===== config.mk =====
export PLATFORM = sky130hd
export DESIGN_NAME = line_invert_stage_flat
export DESIGN_NICKNAME = d
export VERILOG_FILES = /design/src/rtl/line_invert_stage_if.sv /design/src/rtl/line_invert_stage.sv /design/src/flat_wrapper.sv
export SDC_FILE = /design/constraint.sdc
export NUM_CORES = 1
export LEC_CHECK = 0
export ABC_AREA = 1
export CORE_ASPECT_RATIO = 0.6
export CORE_UTILIZATION = 40
export CTS_BUF_LIST = sky130_fd_sc_hd__clkbuf_4
export DETAILED_ROUTE_END_ITERATION = 6
export GPL_ROUTABILITY_DRIVEN = 0
export SKIP_LAST_GASP = 1
export SLEW_MARGIN = 20
export SYNTH_ARGS = -nofsm -noshare
export SYNTH_HDL_FRONTEND = slang
export SYNTH_SLANG_ARGS = --single-unit

===== constraint.sdc =====
create_clock -name clk_i -period 6.3 [get_ports clk_i]
set_clock_uncertainty 0.1 [all_clocks]
set_input_delay 0.63 -clock clk_i [delete_from_list [all_inputs] [get_ports clk_i]]
set_output_delay 0.63 -clock clk_i [all_outputs]
set_load 0.05 [all_outputs]

===== src/rtl/line_invert_stage_if.sv =====
// Bundles the live-statistics inputs, the one-line-delayed video inputs and
// the processed video outputs of line_invert_stage into one port group.
interface line_invert_stage_if;
    logic [1:0]  mode_i;
    logic [7:0]  thres_i;
    logic        de_i;
    logic [23:0] rgb_i;
    logic        dly_de_i;
    logic        dly_hs_i;
    logic        dly_vs_i;
    logic [23:0] dly_rgb_i;
    logic        de_o;
    logic        hs_o;
    logic        vs_o;
    logic [23:0] rgb_o;
    logic        invert_o;

    modport master (
        output mode_i, thres_i, de_i, rgb_i,
        output dly_de_i, dly_hs_i, dly_vs_i, dly_rgb_i,
        input  de_o, hs_o, vs_o, rgb_o, invert_o
    );

    modport slave (
        input  mode_i, thres_i, de_i, rgb_i,
        input  dly_de_i, dly_hs_i, dly_vs_i, dly_rgb_i,
        output de_o, hs_o, vs_o, rgb_o, invert_o
    );
endinterface


===== src/rtl/line_invert_stage.sv =====
// Per-line brightness statistics on the live stream decide whether the
// following (externally delayed) line is colour-inverted on output.
module line_invert_stage #(
    parameter int CW = 12,
    parameter int AW = CW + 8
) (
    input  logic              clk_i,
    input  logic              rst_i,
    line_invert_stage_if.slave bus
);
    localparam int PW = CW + 8;
    localparam int MW = (AW > PW) ? AW : PW;

    logic [9:0]    luma_sum;
    logic [7:0]    luma;

    logic          live_armed_q, live_armed_d;
    logic          live_prev_q, live_prev_d;
    logic          live_de, live_rise, live_fall;
    logic [AW-1:0] acc_q, acc_d;
    logic [AW:0]   acc_sum;
    logic [CW-1:0] cnt_q, cnt_d;
    logic [PW-1:0] prod;
    logic [MW-1:0] acc_cmp, prod_cmp;
    logic          pending_q, pending_d;

    logic          dly_armed_q, dly_armed_d;
    logic          dly_prev_q, dly_prev_d;
    logic          dly_rise;
    logic          active_q, active_d;

    logic [23:0]   rgb_d;
    logic          de_q, hs_q, vs_q, invert_q;
    logic [23:0]   rgb_q;

    assign luma_sum = {2'b00, bus.rgb_i[23:16]} + {1'b0, bus.rgb_i[15:8], 1'b0}
                    + {2'b00, bus.rgb_i[7:0]};
    assign luma     = luma_sum[9:2];

    // Edges are only recognised once the signal has been seen low after reset,
    // so a line already in progress at reset release is ignored entirely.
    assign live_de   = bus.de_i & live_armed_q;
    assign live_rise = live_de & ~live_prev_q;
    assign live_fall = ~live_de & live_prev_q;

    assign acc_sum  = {1'b0, acc_q} + {{(AW + 1 - 8){1'b0}}, luma};
    assign prod     = {{CW{1'b0}}, bus.thres_i} * {8'b0, cnt_q};
    assign acc_cmp  = {{(MW - AW){1'b0}}, acc_q};
    assign prod_cmp = {{(MW - PW){1'b0}}, prod};

    always_comb begin
        live_armed_d = live_armed_q | ~bus.de_i;
        live_prev_d  = live_de;
        acc_d        = acc_q;
        cnt_d        = cnt_q;
        pending_d    = pending_q;
        if (live_rise) begin
            acc_d = {{(AW - 8){1'b0}}, luma};
            cnt_d = {{(CW - 1){1'b0}}, 1'b1};
        end else if (live_de) begin
            acc_d = acc_sum[AW] ? {AW{1'b1}} : acc_sum[AW-1:0];
            if (!(&cnt_q))
                cnt_d = cnt_q + 1'b1;
        end
        if (live_fall)
            pending_d = (acc_cmp > prod_cmp);
    end

    assign dly_rise = bus.dly_de_i & dly_armed_q & ~dly_prev_q;

    // active_d is the flag in effect for the current delayed pixel, so the
    // first pixel of a line already sees the freshly loaded decision.
    always_comb begin
        dly_armed_d = dly_armed_q | ~bus.dly_de_i;
        dly_prev_d  = bus.dly_de_i & dly_armed_q;
        active_d    = active_q;
        if (dly_rise) begin
            case (bus.mode_i)
                2'b01:   active_d = 1'b1;
                2'b10:   active_d = pending_q;
                default: active_d = 1'b0;
            endcase
        end
    end

    for (genvar gi = 0; gi < 3; gi++) begin : g_chan
        assign rgb_d[gi*8 +: 8] = bus.dly_de_i ? (bus.dly_rgb_i[gi*8 +: 8] ^ {8{active_d}})
                                               : 8'h00;
    end

    always_ff @(posedge clk_i) begin
        if (rst_i) begin
            live_armed_q <= 1'b0;
            live_prev_q  <= 1'b0;
            acc_q        <= '0;
            cnt_q        <= '0;
            pending_q    <= 1'b0;
            dly_armed_q  <= 1'b0;
            dly_prev_q   <= 1'b0;
            active_q     <= 1'b0;
            de_q         <= 1'b0;
            hs_q         <= 1'b0;
            vs_q         <= 1'b0;
            rgb_q        <= '0;
            invert_q     <= 1'b0;
        end else begin
            live_armed_q <= live_armed_d;
            live_prev_q  <= live_prev_d;
            acc_q        <= acc_d;
            cnt_q        <= cnt_d;
            pending_q    <= pending_d;
            dly_armed_q  <= dly_armed_d;
            dly_prev_q   <= dly_prev_d;
            active_q     <= active_d;
            de_q         <= bus.dly_de_i;
            hs_q         <= bus.dly_hs_i;
            vs_q         <= bus.dly_vs_i;
            rgb_q        <= rgb_d;
            invert_q     <= active_d;
        end
    end

    assign bus.de_o     = de_q;
    assign bus.hs_o     = hs_q;
    assign bus.vs_o     = vs_q;
    assign bus.rgb_o    = rgb_q;
    assign bus.invert_o = invert_q;
endmodule


===== src/flat_wrapper.sv =====
// flat-port wrapper written by rule: the top's interface ports become plain ports
module line_invert_stage_flat 
#(
    parameter int CW = 12,
    parameter int AW = CW + 8
)
  (clk_i, rst_i, bus_mode_i, bus_thres_i, bus_de_i, bus_rgb_i, bus_dly_de_i, bus_dly_hs_i, bus_dly_vs_i, bus_dly_rgb_i, bus_de_o, bus_hs_o, bus_vs_o, bus_rgb_o, bus_invert_o);
  line_invert_stage_if bus_i ();
  input  logic clk_i;
  input  logic rst_i;
  input wire logic [$bits(bus_i.mode_i)-1:0] bus_mode_i;
  input wire logic [$bits(bus_i.thres_i)-1:0] bus_thres_i;
  input wire logic [$bits(bus_i.de_i)-1:0] bus_de_i;
  input wire logic [$bits(bus_i.rgb_i)-1:0] bus_rgb_i;
  input wire logic [$bits(bus_i.dly_de_i)-1:0] bus_dly_de_i;
  input wire logic [$bits(bus_i.dly_hs_i)-1:0] bus_dly_hs_i;
  input wire logic [$bits(bus_i.dly_vs_i)-1:0] bus_dly_vs_i;
  input wire logic [$bits(bus_i.dly_rgb_i)-1:0] bus_dly_rgb_i;
  output wire logic [$bits(bus_i.de_o)-1:0] bus_de_o;
  output wire logic [$bits(bus_i.hs_o)-1:0] bus_hs_o;
  output wire logic [$bits(bus_i.vs_o)-1:0] bus_vs_o;
  output wire logic [$bits(bus_i.rgb_o)-1:0] bus_rgb_o;
  output wire logic [$bits(bus_i.invert_o)-1:0] bus_invert_o;
  assign bus_i.mode_i = bus_mode_i;
  assign bus_i.thres_i = bus_thres_i;
  assign bus_i.de_i = bus_de_i;
  assign bus_i.rgb_i = bus_rgb_i;
  assign bus_i.dly_de_i = bus_dly_de_i;
  assign bus_i.dly_hs_i = bus_dly_hs_i;
  assign bus_i.dly_vs_i = bus_dly_vs_i;
  assign bus_i.dly_rgb_i = bus_dly_rgb_i;
  assign bus_de_o = bus_i.de_o;
  assign bus_hs_o = bus_i.hs_o;
  assign bus_vs_o = bus_i.vs_o;
  assign bus_rgb_o = bus_i.rgb_o;
  assign bus_invert_o = bus_i.invert_o;
  line_invert_stage #(.CW(CW), .AW(AW)) u_core (.clk_i(clk_i), .rst_i(rst_i), .bus(bus_i));
endmodule

======== Yosys cells after proc, flatten, opt, wreduce, memory -nomap -nowiden ========
Index checks and enable logic that the tools add are counted.
cells by class
  $add $sub $neg .......................... 4
  multipliers ............................. 1
  $lt $le $gt $ge ......................... 1
  eq/ne operators ......................... 3
  mux-type cells .......................... 8
  bitwise operators ....................... 16
  reduce and logical (&&, ||, !) cells .... 6
operators with widths
  operator                                                                 number
  8-bit XOR                                                                3
  20-bit by 8-bit adder with 21-bit output                                 1
  20-bit > comparator                                                      1
  8-bit by 12-bit multiplier with 20-bit output                            1
  20-bit two-way mux                                                       1
  8-bit two-way mux                                                        2
  12-bit by 1-bit adder with 12-bit output, second input constant          1
  12-bit AND reduction                                                     1
  10-bit by 8-bit adder with 10-bit output                                 1
  8-bit by 9-bit adder with 10-bit output                                  1
  1-bit NOT                                                                6
  1-bit bitwise AND                                                        5
  1-bit two-way mux                                                        4
  2-bit AND reduction                                                      2
  2-bit OR reduction                                                       2
  2-bit by 1-bit equality test with 1-bit output, second input constant    1
  2-bit equality test, second input constant                               1
  2-bit by 1-bit inequality test with 1-bit output, second input constant  1
  1-bit OR                                                                 2
  1-bit case mux with 2 select lines                                       1
  2-bit nonzero test                                                       1
word-level totals
  bits in registers ....................... 65
  input bits .............................. 64
  output and inout bits ................... 28
  word-level logic and storage cells ...... 53

======== Longest topological paths before layout ========
  depth in word-level cells ............... 6
  mapped depth ............................ 29
  mapped depth without buffers ............ 28

======== Worst setup path after synthesis ========
Ideal clock, no wire load.
  path kind ............................... input to register
  start ................................... input bus_thres_i[6]
  end ..................................... register u_core.pending_q
  library setup time ...................... 0.071 ns
  data arrival time ....................... 5.039 ns
  data required time ...................... 6.129 ns
  setup slack ............................. 1.091 ns
  cell stages on the path ................. 25
  buffers on the path ..................... 1
  cells stage by stage .................... clkbuf_1 nand2_1 inv_1 fa_1 fa_1 fa_1 inv_1 fa_1 inv_1 ha_1 a21oi_1 o21ai_0 a21oi_1 nand2_1 nand2_1 nand2_1 ha_1 nand2_1 nor2_1 nand2_1 nor2_1 nand2_1 nand3_1 nand2_1 a21oi_1
on the way
  word-level cells in the longest chain between the ends .. 2
ends and longest elaborated chain
  what                                           line                      RTL
  from (decl)                                    flat_wrapper.sv:12        input wire logic [$bits(bus_i.thres_i)-1:0] bus_thres_i;
  8-bit by 12-bit multiplier with 20-bit output  line_invert_stage.sv:47   assign prod = {{CW{1'b0}}, bus.thres_i} * {8'b0, cnt_q};
  20-bit > comparator                            line_invert_stage.sv:66   pending_d = (acc_cmp > prod_cmp);
  to (signal assigned)                           line_invert_stage.sv:111  pending_q <= pending_d;
  to (decl)                                      line_invert_stage.sv:25   logic pending_q, pending_d;
Every way passes these cells.
A chain may end at the register's enable or synchronous reset.

======== Final worst setup path ========
  start ................................... input bus_thres_i[3]
  end ..................................... register u_core.pending_q
Same word-level chain as after synthesis.

==> impl_metrics.csv <==
group,metric,value,unit
logic_synthesis,avgSynthCellArea,6.85,µm²
grt,grt_pass1_wl,31.2,mm
floorplanning,core_area,18400,µm²
floorplanning,ios,92,
floorplanning,die_h,109,µm
timing,drv_slew,0,
power,p_switching,0.426,mW
power,intPower,0.749,mW
setup_path,rr_worst_depth,25,
min_path,hold_class,"reg -> reg",
clock_tree,cts_setup_buffers,0,
setup_path,arrival,6.03,ns
status,status,"completed",
layout,diodes,0,
clock_tree,htreeDepth,3,
timing,final_hold_viol_count,0,
logic_synthesis,synth_warnings,0,
setup_path,regToRegEndpoint,"u_core.pending_q$_SDFFE_PP0P_",
setup_path,r2r_slack,0.81,ns
logic_synthesis,syn_inst,1110,
setup_path,worst_setup_path_end_kind,"register",
logic_synthesis,synth_ff_type,"dfxtp_1",
power,powerDensity,133,nW/µm²
setup_path,path_max_fanout,12,
min_path,holdPathStages,2,
route,via_per_inst,4.71,
clock_tree,cts_tree,"built",
power,clockPowerShare,26.6,%
grt,track_usage,20.0,%
clock_tree,ctsResizeCount,0,
timing,grt_setup_unrepaired,"no",
route,dr.pass1.iters,5,
layout,utilization,48.1,%
logic_synthesis,synth_top_area_share,18.2,%
clock_tree,holdBufCountCts,0,
route,antenna_left,0,
grt,grt_pass1_vias,6125,
logic_synthesis,synth_most_common_cell,"nand2_1",
timing,tightest_slew,0.715,ns
setup_path,rr_startpoint,"u_core.cnt_q[4]$_SDFFE_PP0P_",
timing,timing.slew.headroom,51.8,%
route,drt-initial-drc-count,493,
floorplanning,die_x,180,µm
setup_path,required,6.58,ns
logic_synthesis,netlist_area,7610,µm²
logic_synthesis,synth_common_cells,"292 x nand2_1, 250 x inv_1, 78 x a21oi_1, 78 x ha_1, 69 x fa_1",
clock_tree,clock-sinks,65,
power,seqPwrFrac,37.2,%
route,drc,0,
clock_tree,cts_root_buf,"clkbuf_4",
placement,io_buffers,91,
floorplanning,fp-row-count,38,
power,ir_drop,86.8,µV
power,leakagePower,5.02,nW
floorplanning,start_util,41.4,%
route,num_vias,6717,
timing,max_freq,0.174,GHz
logic_synthesis,synthTopCellsByArea,"fa_1 18%, dfxtp_1 17%, nand2_1 14%",
grt,gr-total-overflow,0,
setup_path,worstSetupPathType,"in -> reg",
logic_synthesis,synth_edf_count,0,
logic_synthesis,ys_seq_area_share,17.1,%
clock_tree,insertion_delay,0.43,ns
clock_tree,numCtsBuffers,9,
layout,nNetsFinal,1394,
floorplanning,die-area,19600,µm²
layout,fill_cells,1846,
power,swShare,36.2,%
route,drt_wl_total,18.3,mm
timing,final-setup-viol-count,0,
logic_synthesis,synth_nets,1321,
min_path,min_to,"u_core.live_armed_q$_SDFF_PP0_",
timing,fin_crit,5.75,ns
timing,setup_tns,0,ns
clock_tree,clk_path_buf_depth,2,
setup_path,critPathLaunchType,"primary input",
placement,dp_hpwl,15.1,mm
logic_synthesis,async_flop_share,0,%
route,wl_per_cell,12.8,µm
min_path,hp-start,"u_core.live_armed_q$_SDFF_PP0_",
timing,period_share,91.3,%
power,combPwrFrac,36.2,%
logic_synthesis,synth-seq-cells,65,
run,maxCapViolCount,0,
grt,antenna_found_initial,0,
grt,grt_max_degree,49,
layout,synthToLayoutAreaGrowth,16.0,%
layout,drive_gt1_share,3.29,%
clock_tree,worst_setup_hold_path_clk_slew,0.12,ns
logic_synthesis,yosys.area.top_type,"fa_1",
logic_synthesis,synth.distinct_cells,37,
-- placed cells by master, fill, tap and decap left out, types with 2 or more instances in the layout --
cell type and n:
nand2_1 292, inv_1 250, clkdlybuf4s50_1 91, a21oi_1 78, ha_1 78, fa_1 69
dfxtp_1 65, nand3_1 60, nor2_1 58, o21ai_0 35, xnor2_1 14, xor2_1 12
nor3_1 11, clkbuf_4 9, nand4_1 6, inv_2 6, nand2_2 5, buf_4 5
a21o_1 4, nand3b_1 4, a31oi_1 4, o21ai_1 3, and2_1 3, nand3_2 3
nor2_2 3, o21a_1 2, o21bai_1 2, nand2_4 2, bufinv_16 2
-- flip-flops by register name (all words and copies together), names as in the netlist --
name                 count
u_core.bus.de_o          1
u_core.dly_armed_q       1
u_core.live_armed_q      1
u_core.pending_q         1
u_core.bus.rgb_o        24
u_core.active_q          1
u_core.live_prev_q       1
u_core.bus.hs_o          1
u_core.acc_cmp          20
u_core.bus.vs_o          1
u_core.dly_prev_q        1
u_core.cnt_q            12
-- layout make-up --
type	count	area [µm²]	area share, %
clock inverters	4	71.3	0.808
inverters	256	961	10.9
clock buffers	9	67.6	0.766
flip-flops and latches	65	1300	14.7
repair buffers	96	948	10.7
multi-input cells	755	5170	58.6
well taps	240	300	3.40
-- metal layers --
| layer | up-vias | track usage [%] | wire (µm) | share of wire (%) |
|---|---|---|---|---|
| li1 | 3519 | - | - | - |
| met1 | 2989 | 31.6 | 10100 | 55 |
| met2 | 200 | 27.1 | 6730 | 37 |
| met3 | 9 | 4.78 | 1390 | 7.6 |
| met4 | 0 | 2.75 | 92 | 0.50 |
| met5 | - | 0 | 0 | 0 |
-- cell families (layout without fill, tap and decap cells) --
| family | after synthesis | after routing | synth area share [%] |
|---|---|---|---|
| AO/OA/AOI/OAI | 130 | 130 | 8.95 |
| AND/OR/NAND/NOR | 452 | 452 | 25.1 |
| XOR/XNOR | 26 | 26 | 2.99 |
| flip-flops | 65 | 65 | 17.1 |
| adder cells (fa/ha/maj) | 147 | 147 | 31.0 |
| buffers and inverters | 290 | 365 | 14.9 |
-- stage by stage --
stage               instance area [µm²]  instances  power [mW]  setup WS [ns]  hold WS, ns
floorplan                          7610       1110       0.733           1.09        0.338
global placement                   8680       1412       0.862          0.223        0.348
detailed placement                 8680       1412       0.867          0.117        0.349
CTS                                8820       1425        1.18          0.582        0.365
global route                       8820       1425        1.26         0.0557        0.379
finish                             8820       1425        1.17          0.545        0.364
-- worst max-delay path, stage by stage --
cell	delay [ns]
clkdlybuf4s50_1	0.81
nand2_1	0.15
fa_1	0.50
fa_1	0.49
inv_1	0.05
fa_1	0.53
inv_1	0.06
fa_1	0.52
inv_1	0.04
ha_1	0.35
nand2_1	0.09
o21bai_1	0.44
nand3_1	0.17
nand3_1	0.11
nand2_1	0.06
ha_1	0.28
nand2_1	0.05
nor2_1	0.14
nand2_1	0.09
nor2_1	0.14
nand2_1	0.06
nand3_1	0.09
nand2_1	0.05
a21oi_1	0.10
-- power groups by stage --
stage,combinational (mW),clock (mW),sequential (mW)
after global routing,0.479,0.340,0.439
after global placement,0.415,0,0.446
after floorplan,0.261,0,0.472
after CTS,0.422,0.317,0.437
after detailed placement,0.420,0,0.447
final,0.425,0.313,0.437
-- worst max path at each step --
| stage | from | to | slack (ns) | depth (start not counted) |
|---|---|---|---|---|
| 4_1_cts | bus_thres_i[4] | u_core.pending_q$_SDFFE_PP0P_ | 0.58 | 24 |
| 6_report | bus_thres_i[3] | u_core.pending_q$_SDFFE_PP0P_ | 0.55 | 24 |
| 3_3_place_gp | bus_thres_i[4] | u_core.pending_q$_SDFFE_PP0P_ | 0.22 | 24 |
| 3_5_place_dp | bus_thres_i[4] | u_core.pending_q$_SDFFE_PP0P_ | 0.12 | 24 |
| 2_1_floorplan | bus_thres_i[6] | u_core.pending_q$_SDFFE_PP0P_ | 1.09 | 25 |
| 5_1_grt | bus_thres_i[6] | u_core.pending_q$_SDFFE_PP0P_ | 0.06 | 26 |
(Power assumes the default switching activity.)
